### src/rtl/apb_wait_slave_mem.sv
// APB3/APB4 completer backed by a word-addressed register memory.
// Inserts WAIT_STATES PREADY-low ACCESS cycles per transfer; bad addresses answer with PSLVERR.
module apb_wait_slave_mem #(
    parameter int DATA_WIDTH  = 32,
    parameter int ADDR_WIDTH  = 32,
    parameter int MEM_DEPTH   = 16,
    parameter int WAIT_STATES = 1
) (
    input  logic                    PCLK,
    input  logic                    PRESET,
    input  logic                    PSEL,
    input  logic                    PENABLE,
    input  logic                    PWRITE,
    input  logic [ADDR_WIDTH-1:0]   PADDR,
    input  logic [DATA_WIDTH-1:0]   PWDATA,
    input  logic [DATA_WIDTH/8-1:0] PSTRB,
    input  logic [2:0]              PPROT,
    output logic [DATA_WIDTH-1:0]   PRDATA,
    output logic                    PREADY,
    output logic                    PSLVERR
);
    localparam int IW = $clog2(MEM_DEPTH);
    localparam int NB = DATA_WIDTH / 8;
    localparam logic [ADDR_WIDTH-1:0] LIMIT = ADDR_WIDTH'(4 * MEM_DEPTH);

    localparam logic [2:0] IDLE   = 3'b001;
    localparam logic [2:0] SETUP  = 3'b010;
    localparam logic [2:0] ACCESS = 3'b100;

    logic [2:0]              state;
    logic [3:0]              cnt;
    logic [ADDR_WIDTH-1:0]   addr_q;
    logic                    wr_q;
    logic [DATA_WIDTH-1:0]   wdata_q;
    logic [NB-1:0]           strb_q;
    logic [DATA_WIDTH-1:0]   mem [MEM_DEPTH];

    logic                    addr_err;
    logic [IW-1:0]           idx;
    logic                    start;
    logic                    capture;
    logic                    unused_pprot;

    assign unused_pprot = ^PPROT;

    assign addr_err = (addr_q[1:0] != 2'b00) || (addr_q >= LIMIT);
    assign idx      = addr_q[2 +: IW];
    assign start    = PSEL && !PENABLE;
    // A new transfer is accepted from IDLE or straight out of a completing ACCESS.
    assign capture  = start && ((state == IDLE) || ((state == ACCESS) && PREADY));

    // Read data shows the pre-commit word, since writes land at the end of this cycle.
    assign PRDATA  = (PREADY && !wr_q && !addr_err) ? mem[idx] : '0;
    assign PSLVERR = PREADY && addr_err;

    always_ff @(posedge PCLK) begin
        if (PRESET) begin
            state   <= IDLE;
            cnt     <= '0;
            PREADY  <= 1'b0;
            addr_q  <= '0;
            wr_q    <= 1'b0;
            wdata_q <= '0;
            strb_q  <= '0;
            for (int i = 0; i < MEM_DEPTH; i++) mem[i] <= '0;
        end else begin
            case (state)
                IDLE: begin
                    if (start) state <= SETUP;
                end
                SETUP: begin
                    if (!PSEL) begin
                        state <= IDLE;
                    end else begin
                        state <= ACCESS;
                        if (cnt == 4'd0) PREADY <= 1'b1;
                    end
                end
                ACCESS: begin
                    if (PREADY) begin
                        PREADY <= 1'b0;
                        if (wr_q && !addr_err) begin
                            for (int b = 0; b < NB; b++)
                                if (strb_q[b]) mem[idx][8*b +: 8] <= wdata_q[8*b +: 8];
                        end
                        state <= start ? SETUP : IDLE;
                    end else if (!PSEL || !PENABLE) begin
                        // Abort: no response and nothing committed.
                        state <= IDLE;
                    end else begin
                        if (cnt == 4'd1) PREADY <= 1'b1;
                        if (cnt != 4'd0) cnt <= cnt - 4'd1;
                    end
                end
                default: state <= IDLE;
            endcase

            if (capture) begin
                addr_q  <= PADDR;
                wr_q    <= PWRITE;
                wdata_q <= PWDATA;
                strb_q  <= PSTRB;
                cnt     <= 4'(WAIT_STATES);
            end
        end
    end
endmodule

### config.mk
export PLATFORM = sky130hd
export DESIGN_NAME = apb_wait_slave_mem
export DESIGN_NICKNAME = d
export VERILOG_FILES = /design/src/rtl/apb_wait_slave_mem.sv
export SDC_FILE = /design/constraint.sdc
export NUM_CORES = 1
export LEC_CHECK = 0
export CAP_MARGIN = 20
export CORE_MARGIN = 5
export CORE_UTILIZATION = 55
export CTS_CLUSTER_DIAMETER = 100
export CTS_CLUSTER_SIZE = 25
export DETAILED_ROUTE_END_ITERATION = 16
export PLACE_DENSITY = 0.7
export SLEW_MARGIN = 20
export SYNTH_ARGS = -nofsm -noshare
export SYNTH_HDL_FRONTEND = slang
export SYNTH_SLANG_ARGS = --single-unit
### constraint.sdc
create_clock -name PCLK -period 6.9 [get_ports PCLK]
set_input_delay 1.38 -clock PCLK [delete_from_list [all_inputs] [get_ports PCLK]]
set_output_delay 1.38 -clock PCLK [all_outputs]
set_load 0.005 [all_outputs]
==> results of run 1 <==
-- how the worst max path moves through the flow --
stage / from / to / slack [ps]
global route: flip-flop / PRDATA[16] / 1950
detailed placement: flip-flop / PRDATA[1] / 2440
CTS: flip-flop / PRDATA[1] / 1800
floorplan: flip-flop / PRDATA[10] / 3590
global placement: flip-flop / PRDATA[30] / 2460
finish: flip-flop / PRDATA[1] / 2080
-- logic make-up after synthesis --
logic type	after synthesis	synth area share (%)
flip-flops	593	62.9
multiplexers	128	10.7
adder cells (fa/ha/maj)	2	0.0926
AO/OA/AOI/OAI	242	5.75
buffers and inverters	233	4.47
XOR/XNOR	3	0.0972
AND/OR/NAND/NOR	735	16.0
-- cell usage after synthesis (2+ instances only) --
cell	count
sky130_fd_sc_hd__a21oi_1	104
sky130_fd_sc_hd__buf_2	15
sky130_fd_sc_hd__a2111oi_0	2
sky130_fd_sc_hd__nor3_2	8
sky130_fd_sc_hd__o21ai_0	2
sky130_fd_sc_hd__nor2_1	5
sky130_fd_sc_hd__buf_1	14
sky130_fd_sc_hd__a22oi_1	64
sky130_fd_sc_hd__nor3b_1	5
sky130_fd_sc_hd__and2_1	2
sky130_fd_sc_hd__nand3b_1	2
sky130_fd_sc_hd__nor4_1	5
sky130_fd_sc_hd__nor2b_1	3
sky130_fd_sc_hd__clkbuf_1	152
sky130_fd_sc_hd__ha_1	2
sky130_fd_sc_hd__buf_4	4
sky130_fd_sc_hd__buf_6	40
sky130_fd_sc_hd__or4_1	4
sky130_fd_sc_hd__and3_1	512
sky130_fd_sc_hd__or4_4	2
sky130_fd_sc_hd__and3b_1	2
sky130_fd_sc_hd__o21bai_1	64
sky130_fd_sc_hd__edfxtp_1	512
sky130_fd_sc_hd__inv_1	8
sky130_fd_sc_hd__and4b_1	16
sky130_fd_sc_hd__xnor2_1	2
sky130_fd_sc_hd__nor3_1	2
sky130_fd_sc_hd__dfxtp_1	81
sky130_fd_sc_hd__nand2_1	140
sky130_fd_sc_hd__nand3_1	20
sky130_fd_sc_hd__mux4_2	128
-- cells in the final DEF (no fill, tap or decap), types with 3 or more instances in the layout --
cell                              instances
sky130_fd_sc_hd__nor2_1                   4
sky130_fd_sc_hd__mux4_2                 128
sky130_fd_sc_hd__edfxtp_1               512
sky130_fd_sc_hd__nor3_2                   4
sky130_fd_sc_hd__a21oi_1                104
sky130_fd_sc_hd__nor3b_1                  5
sky130_fd_sc_hd__dfxtp_1                 79
sky130_fd_sc_hd__clkdlybuf4s50_1        105
sky130_fd_sc_hd__or4_1                    4
sky130_fd_sc_hd__clkbuf_16               27
sky130_fd_sc_hd__and4b_1                 16
sky130_fd_sc_hd__clkbuf_1                21
sky130_fd_sc_hd__and3_1                 512
sky130_fd_sc_hd__buf_4                   18
sky130_fd_sc_hd__nor3_4                   4
sky130_fd_sc_hd__nand2_1                140
sky130_fd_sc_hd__nor4_1                   5
sky130_fd_sc_hd__nand3_1                 20
sky130_fd_sc_hd__a22oi_1                 64
sky130_fd_sc_hd__inv_1                    8
sky130_fd_sc_hd__buf_12                   3
sky130_fd_sc_hd__o21bai_1                64
-- worst register-to-register path, stage by stage, from the launching register on --
cell	delay, ps
sky130_fd_sc_hd__dfxtp_1	450
sky130_fd_sc_hd__or3b_2	550
sky130_fd_sc_hd__nor4_1	560
sky130_fd_sc_hd__nand3_1	950
sky130_fd_sc_hd__o21bai_1	1120
-- power breakdown --
part | leakage [nW] | internal [mW] | switching (mW) | total [mW]
Sequential | 5.95 | 4.00 | 0.0844 | 4.08
Clock | 0.362 | 0.751 | 1.07 | 1.82
Combinational | 4.99 | 0.172 | 0.222 | 0.394
-- metrics by stage --
step | cell area [µm²] | setup WS, ps | power [mW]
CTS | 28700 | 1800 | 6.33
finish | 28800 | 2080 | 6.30
global placement | 28000 | 2460 | 4.54
floorplan | 27000 | 3590 | 4.38
global route | 28800 | 1950 | 6.51
detailed placement | 28000 | 2440 | 4.56
-- sequential cells by signal, indices dropped and copies added (netlist names), named ones only --
register,count
cnt,4
addr_q,32
strb_q,4
wr_q,1
PREADY,1
wdata_q,32
state,3
mem,512
-- per-layer routing --
metal  wire (µm)  vias to the layer above  share of wire [%]  GRT usage [%]
met5          11                        -              0.018              0
met4        1640                        2                2.7           6.17
met3        4460                       90                7.2           3.10
met2       30400                      612                 49           37.5
met1       25400                     8077                 41           33.1
li1            -                     7332                  -              -
-- cell type report --
type	instances	area (µm²)
multi-input combinational	1110	8870
inverter	8	30.0
clock inverter	1	8.76
sequential	593	17000
timing repair buffer	127	1270
fill	3746	20000
clock buffer	48	754
tap	664	831
==> results by stage, run 1 <==
Cells and area:
- In the final layout, the share of cells above drive strength 1 is 10.4%.
- At the end of the flow the core is filled with cells to 59.0%.
- 0 antenna diodes ended up in the layout.
- The area added between synthesis and finish is 6.45%.
- The final net count is 1945.
- The final instance count without filler cells is 2551.

Pwr:
- The power per standard cell area is 219 nW/µm².
- The worst-case vdd ir drop is 0.160 mV.
- The analysis attributes to cell leakage a power of 11.3 nW.

Critical path:
- In this run the register-to-register setup slack is 2900 ps.
- The worst path buffer plus inverter count is 2.
- At the worst endpoint, the arrival time is 3440 ps.
- The number of stages on the worst setup path is 5.
- The slowest cell on the critical path is sky130_fd_sc_hd__dfxtp_4.
- The largest single stage delay on the critical path is 920 ps.
- The end of the worst register-to-register path is mem[1][25].
- The worst register-to-register path begins at state[2].
- The critical path is of the reg2out type.
- Traced cell by cell, the critical path runs through buf_12 > mux4_2 > a22oi_1 > a21oi_1 > clkdlybuf4s50_1.
- The worst setup path is launched from a flip-flop.
- The dominant delay contributor by cell family on the critical path is buffers and inverters.
- For the worst flop-to-flop path, the logic depth is 4.
- In this run the worst path has a maximum fanout of 72.
- The endpoint type of the worst setup path is an output pin.
- The data required time at the worst endpoint is 5520 ps.

Yosys:
- Yosys attributes the largest share of cell area to sky130_fd_sc_hd__edfxtp_1 (57%), sky130_fd_sc_hd__and3_1 (12%), sky130_fd_sc_hd__mux4_2 (11%).
- The number of enable flip-flop cells after synthesis is 512.
- Summing every instance area after synthesis gives 27000 µm².
- The cell count after synthesis came out at 1936.
- The post-synthesis cell type count is 45.
- Counting every net in the synthesized netlist gives 2014.
- A synthesized cell averages 14.0 µm².
- The cell type contributing the most total cell area after synthesis is sky130_fd_sc_hd__edfxtp_1.
- During synthesis, Yosys emitted a total of 0 warnings.
- Sequential cells were found to cover 62.9% of the synthesized design area.
- The predominant post-synthesis flop cell is sky130_fd_sc_hd__edfxtp_1.
- Synthesis inferred 593 register bits.
- The share of flip-flops with an asynchronous set or reset after synthesis is 0%.
- The synthesized design devotes to its leading area cell type 56.9% of total area.

Clocking:
- The cell at the root of the clock tree is sky130_fd_sc_hd__clkbuf_16.
- The number of setup buffers added after CTS is 0.
- For the worst-skew pair, the clock arrives at the later sink with an insertion delay of 590 ps.
- The hold buffer count at CTS is 0.
- The CTS tree is done.
- After clock tree synthesis, the repair step resized 0 gates.
- Clock-pin slew was measured on the worst setup and hold paths at 100 ps.
- The number of clock buffers added by TritonCTS is 27.
- The number of sinks on the clock net is 593.
- The deepest clock path buffer count is 3.
- The total number of H-tree levels is 1.

STA:
- At the pin with the least slew margin, the transition time is 1110 ps.
- Dividing the final minimum period by the clock period gives 69.9%.
- Setup repair after global routing left no endpoint under its margin.
- Timing would allow up to 207 MHz.
- Headroom to the max-slew limit came out at 25.9%.
- The minimum hold slack is 459 ps.
- The final setup violation count is 0.
- The minimum period implied by the final worst setup slack is 4820 ps.
- The worst clock skew is 15.3 ps.
- The number of hold-slack violations in the final timing report is 0.
- For the final routed database, the setup TNS stands at 0 ps.
- The max-slew violation total from the final report is 0.

Flow run:
- Max-cap violations in this run came to 0.

GRT:
- The global router's overall resource usage is 23.0%.
- The number of antenna violations at the first check in global routing is 1.
- The leftover overflow at the end of global routing is 0.
- The number of global-route vias before repair is 16200.
- The global-route wire length before repair is 95500 µm.
- The maximum number of pins on one net before global-route repair is 110.

Hold path:
- The worst hold path passes through 2 cells.
- The endpoint of the worst hold-timing path is addr_q[8].
- The startpoint identified for the worst hold timing path is addr_q[8].
- The tightest min-delay check is of the reg2reg type.

Drt:
- The via count of the routed design is 16100.
- Dividing the detail-routed wire length by the instance count gives 24.3 µm.
- For this run, design rule violations remaining after detail routing come to 0.
- The first-pass detailed-route iteration total is 5.
- After detailed routing, the number of vias per cell comes to 6.32.
- The post-detailed-routing wire length is 61900 µm.
- The number of DRC markers after the initial detailed-route iteration is 1802.
- The remaining antenna violation count is 0.

Placement:
- The count of buffers added on input and output ports is 106.
- Including well taps, the total number of placed cells is 2501.
- Detailed placement finished with a half-perimeter wire length of 36600 µm.
- The final estimated routing congestion in global placement is 0.793.

Floorplan:
- The area of the placeable core is 48700 µm².
- The vertical extent of the die is 232 µm.
- The die is 232 µm wide.
- Once the floorplan was initialized, standard cells occupied 55.4% of the core.
- The count of pins on the block boundary is 110.
- The row count is 81.
- The area of the die is 53700 µm².

Run status:
- The run finished with clean final reports.
No activity file was read; power rests on OpenSTA's default activity.
==> run 2: changes to the inputs <==
- clock period: 6.9 -> 4.9 ns (I/O delays scaled with it)
==> run 2 against run 1 <==
Compared with the run above:
- count of clock-buffer cells in the layout unchanged
- final area up 1.3%
- global-route usage up 0.36 points
- first-iteration DRC count up 11%
- highest routed layer unchanged
==> results by stage, run 2 (synthesis gave the netlist of run 1 again) <==
Run status:
- The flow ran to the end, and the final reports show no timing, DRC or antenna violations.

Pwr:
- In this run the static leakage power is 11.5 nW.
- IR analysis of the VDD net gives a maximum drop of 0.253 mV.
- The design draws 8.90 mW.
- Power spread over the standard cell area amounts to 305 nW/µm².

Clocking:
- The number of CTS-inserted buffers is 27.
- In this run, post-CTS repair resized a total of 0 instances.
- Buffers inserted to repair hold after CTS numbered 0.
- Clock-pin slew was measured on the worst setup and hold paths at 90 ps.
- The number of sinks on the clock net is 593.
- CTS built an H-tree with a depth of 1.
- Counting along the longest clock path gives a buffer depth of 3.
- The cell sitting at the root of the clock tree is a sky130_fd_sc_hd__clkbuf_16.
- The later pin in the worst-skew pair is clocked with a latency of 590 ps.
- TritonCTS built the clock tree.
- Once the clock tree was built, the setup fixing pass inserted 0 buffers.

Placement:
- The half-perimeter wire length after detailed placement is 37700 µm.
- The post-placement setup slack is 1260 ps.
- The final estimated routing congestion in global placement is 0.803.
- Port buffering added 106 buffers.

Cells and area:
- Compared with the post-synthesis result, the final layout area differs by 7.81%.
- In the layout the commonest cells are sky130_fd_sc_hd__and3_1 (512), sky130_fd_sc_hd__edfxtp_1 (512), sky130_fd_sc_hd__nand2_1 (140).
- The register with the most flip-flops in the final layout is mem.
- Cells fill 59.8% of the core in the end.
- The number of antenna repair diodes is 0.
- The layout cell share with drive strength beyond 1 is 12.6%.
- In the final layout, the registers with the most flip-flops are mem x512, addr_q x32, wdata_q x32.
- The final net count is 1992.
- The register with the most flip-flops in the layout has 512 of them.

STA:
- The post-route setup TNS is 0 ps.
- The timing-limited maximum frequency is 235 MHz.
- In the post-route analysis, the smallest setup slack over all paths is 649 ps.
- Setup repair after global routing left no endpoint under its margin.
- The minimum period implied by the final worst setup slack is 4250 ps.
- The final setup violation count is 0.
- Clock skew on the completed layout was measured at 20.6 ps.
- For the pin with the worst max-slew slack, the measured transition is 1070 ps.
- In this run the tightest slew margin relative to its limit is 28.5%.
- The final clock period utilization by the worst path is 86.8%.
- The max-slew violation total from the final report was 0.
- The number of hold-slack violations in the final timing report is 0.

Critical path:
- Along the worst path, the maximum fanout reaches 32.
- The most critical setup path has its endpoint at PRDATA[7].
- The origin of the worst setup path is addr_q[14].
- The worst setup path is launched from a flip-flop.
- The worst register-to-register path begins at addr_q[25].
- The data arrival time of the critical path is 3270 ps.
- The worst register-to-register path has a setup slack of 1440 ps.
- STA classifies the critical path endpoint as an output pin.
- The endpoint identified for the worst register-to-register timing path is mem[1][3].
- The depth of the worst register-to-register path is 4.
- The data required time at the worst endpoint is 3920 ps.
- The start-to-end type of the worst setup path is reg2out.

Floorplan:
- In this run the horizontal extent of the chip is 232 µm.
- In this run the core area contains 81 standard-cell rows.
- Pin placement for this block handled 110 I/O pins.
- The die covers 53700 µm².
- The vertical extent of the die is 232 µm.
- The total area inside the core boundary comes to 48700 µm².
- The initial core utilization is 55.4%.

GRT:
- For met2 alone, demand over resource in global routing was 39.6%.
- The met3 capacity usage during global routing is 2.72%.
- The number of antenna violations at the first check in global routing is 2.
- met2 is the most crowded layer.
- Entering global routing, the biggest net connects 106 pins.
- The number of global-route vias before repair was 16500.
- For this run the aggregate overflow at the end of global routing stands at 0.
- The first global-routing pass estimated 96700 µm of wire.
- Global routing used 33.0% of the available met1 tracks.
- Global routing used 23.3% of the available tracks across all layers.

Drt:
- For this run, design rule violations remaining after detail routing come to 0.
- The detail-routed net length per standard cell is 24.3 µm.
- The post-detailed-route via-to-cell ratio is 6.30.
- The via count of the routed design is 16400.
- After detailed routing, the total wire length is 63200 µm.
- The remaining antenna violation count is 0.
- The number of DRC markers after the initial detailed-route iteration is 1996.
- The first-pass detailed-route iteration total is 5.

Flow run:
- The tool flagged a number of max-cap violations equal to 0.

Hold path:
- The path class of the tightest hold or removal check is reg2reg.
-- run 2: worst max-delay path: stages (launching register included) --
cell,delay [ps]
sky130_fd_sc_hd__dfxtp_1,320
sky130_fd_sc_hd__or4_1,690
sky130_fd_sc_hd__nor4_1,320
sky130_fd_sc_hd__nand4_1,130
sky130_fd_sc_hd__buf_4,340
sky130_fd_sc_hd__a21oi_1,310
sky130_fd_sc_hd__clkdlybuf4s50_1,560
-- run 2: where the power goes --
part / switching [mW] / internal [mW] / total, mW
Sequential: 0.112 / 5.63 / 5.74
Combinational: 0.325 / 0.266 / 0.591
Clock: 1.52 / 1.06 / 2.57
Total: 1.95 / 6.95 / 8.90
-- run 2: layer usage --
layer	up-vias	wire, µm
met4	2	1310
li1	7420	-
met2	609	31600
met3	71	4680
met1	8257	25600
met5	-	13
-- run 2: how the worst min path moves through the flow --
stage | start | to | slack (ps) | cells after the start
5_1_grt | addr_q[6] | addr_q[6] | 480 | 2
3_5_place_dp | addr_q[6] | addr_q[6] | 440 | 2
6_report | addr_q[6] | addr_q[6] | 450 | 2
3_3_place_gp | addr_q[31] | addr_q[31] | 440 | 2
2_1_floorplan | addr_q[24] | addr_q[24] | 430 | 2
4_1_cts | addr_q[6] | addr_q[6] | 460 | 2
-- run 2: stage by stage --
step                      instance area (µm²)  std cells  hold slack (ps)
after global routing                    29100       2598              479
after detailed placement                28400       2549              444
after global placement                  28400       2549              439
after floorplan                         27000       1936              431
final                                   29100       2598              455
after CTS                               29100       2598              457
-- run 2: area by class of cell --
class                   count  area [µm²]
fillers                  3707       19600
flip-flops and latches    593       17000
multi-input cells        1110        8870
repair buffers            174        1640
well taps                 664         831
clock buffers              48         754
inverters                   8        30.0
clock inverters             1        8.76
==> patch, RTL diff (config.mk and constraints of run 2) <==
The parameter `ADDR_WIDTH` goes from 32 to 48.
--- a/src/rtl/apb_wait_slave_mem.sv
+++ b/src/rtl/apb_wait_slave_mem.sv
@@ -3,5 +3,5 @@
 module apb_wait_slave_mem #(
     parameter int DATA_WIDTH  = 32,
-    parameter int ADDR_WIDTH  = 32,
+    parameter int ADDR_WIDTH  = 48,
     parameter int MEM_DEPTH   = 16,
     parameter int WAIT_STATES = 1
Ports: changed (resized PADDR); port bits go from 110 to 126. No check against the original RTL was run, so the function may have changed too.
==> patch against run 2 <==
  * Sequential cell count grew 16
  * Combinational power up 100%
  * Via count up 23%
  * Hold slack improved by 0.0059 ns
  * Routed wire length increased by 26%
  * Setup slack worse by 0.27 ns
  * Non-clock buffer count up 2
  * Final area grew 4.9%
  * Synthesized cell count up 14%
  * Global-route usage up 4.1 points
  * Synthesized area is 4.8% higher
  * Total power is 11% higher
  * Critical path type unchanged
==> patch: results <==
[power_and_ir_drop]
ir_worst_vdd_mv = 0.247
p_per_area_nw_per_um2 = 322
combinationalPowerShare_pct = 11.9
p_leak_uw = 0.00906

[layout]
num-multi-input-gates = 1282
clk_share_pct = 2.70
reg_top3 = "mem: 512 flops, addr_q: 48 flops, wdata_q: 32 flops"
seqCellArea_um2 = 17300
n_fill_cell = 4010
nets = 2196
n_all_buffers = 176
numSequentialCells = 609
buf_share_pct = 5.83
n_clock_buffer = 51
n_all_inverters = 5

[detailed_routing]
drt_iter0_drc = 2544
wl_per_cell_um = 28.4

[logic_synthesis]
synth_compound_area_share_pct = 6.43
synth_nets = 2296
synthTopCellsByCount = "nor4_1 (524), edfxtp_1 (512), clkbuf_1 (209)"
ys_types = 44
synth_fa_ha_area_share_pct = 0.0884
synthXorXnorAreaFrac_pct = 0.0619
muxShareOfSynthArea_pct = 10.2

[timing]
holdWs_ns = 0.461

[global_route]
grt.total_usage_pct = 27.4
grt_max_degree = 289
antenna_found_initial = 0
grt_use_met1_pct = 38.9
grt_pass1_vias = 19400
grt.met3_usage_pct = 5.59

[status]
status = "complete, no violations"

[worst_hold_path]
whs_endpoint = "addr_q[34]"

[placement]
place.gp.congestion = 0.800
portBuffers = 122

[worst_setup_path]
rrSetupSlack_ns = 1.77
arrival_ns = 3.54

[cts]
cts_inserted_buffers = 28
patch: per-layer routing:
metal  routed length, um  up-vias
li1                    -     8816
met1               30100     9948
met2               37700     1197
met3                9070      189
met4                2760        0
met5                   0        -
patch: kinds of logic after synthesis:
group | count (synthesis)
flip-flops | 609
XOR/XNOR | 2
adder cells (fa/ha/maj) | 2
AND/OR/NAND/NOR | 889
multiplexers | 129
buffers and inverters | 311
AO/OA/AOI/OAI | 260
patch: worst max-delay path: stages, from the launching register on:
cell and delay, ns:
dfxtp_4 0.83, buf_4 0.44, mux4_2 0.54, a22oi_1 0.34, a21oi_1 0.16, clkdlybuf4s50_1 0.57
patch: per-stage QoR:
step	cells	cell area, um2
6_report	2804	30600
5_1_grt	2804	30600
4_1_cts	2803	30600
3_5_place_dp	2751	29700
3_3_place_gp	2751	29700
2_1_floorplan	2202	28300
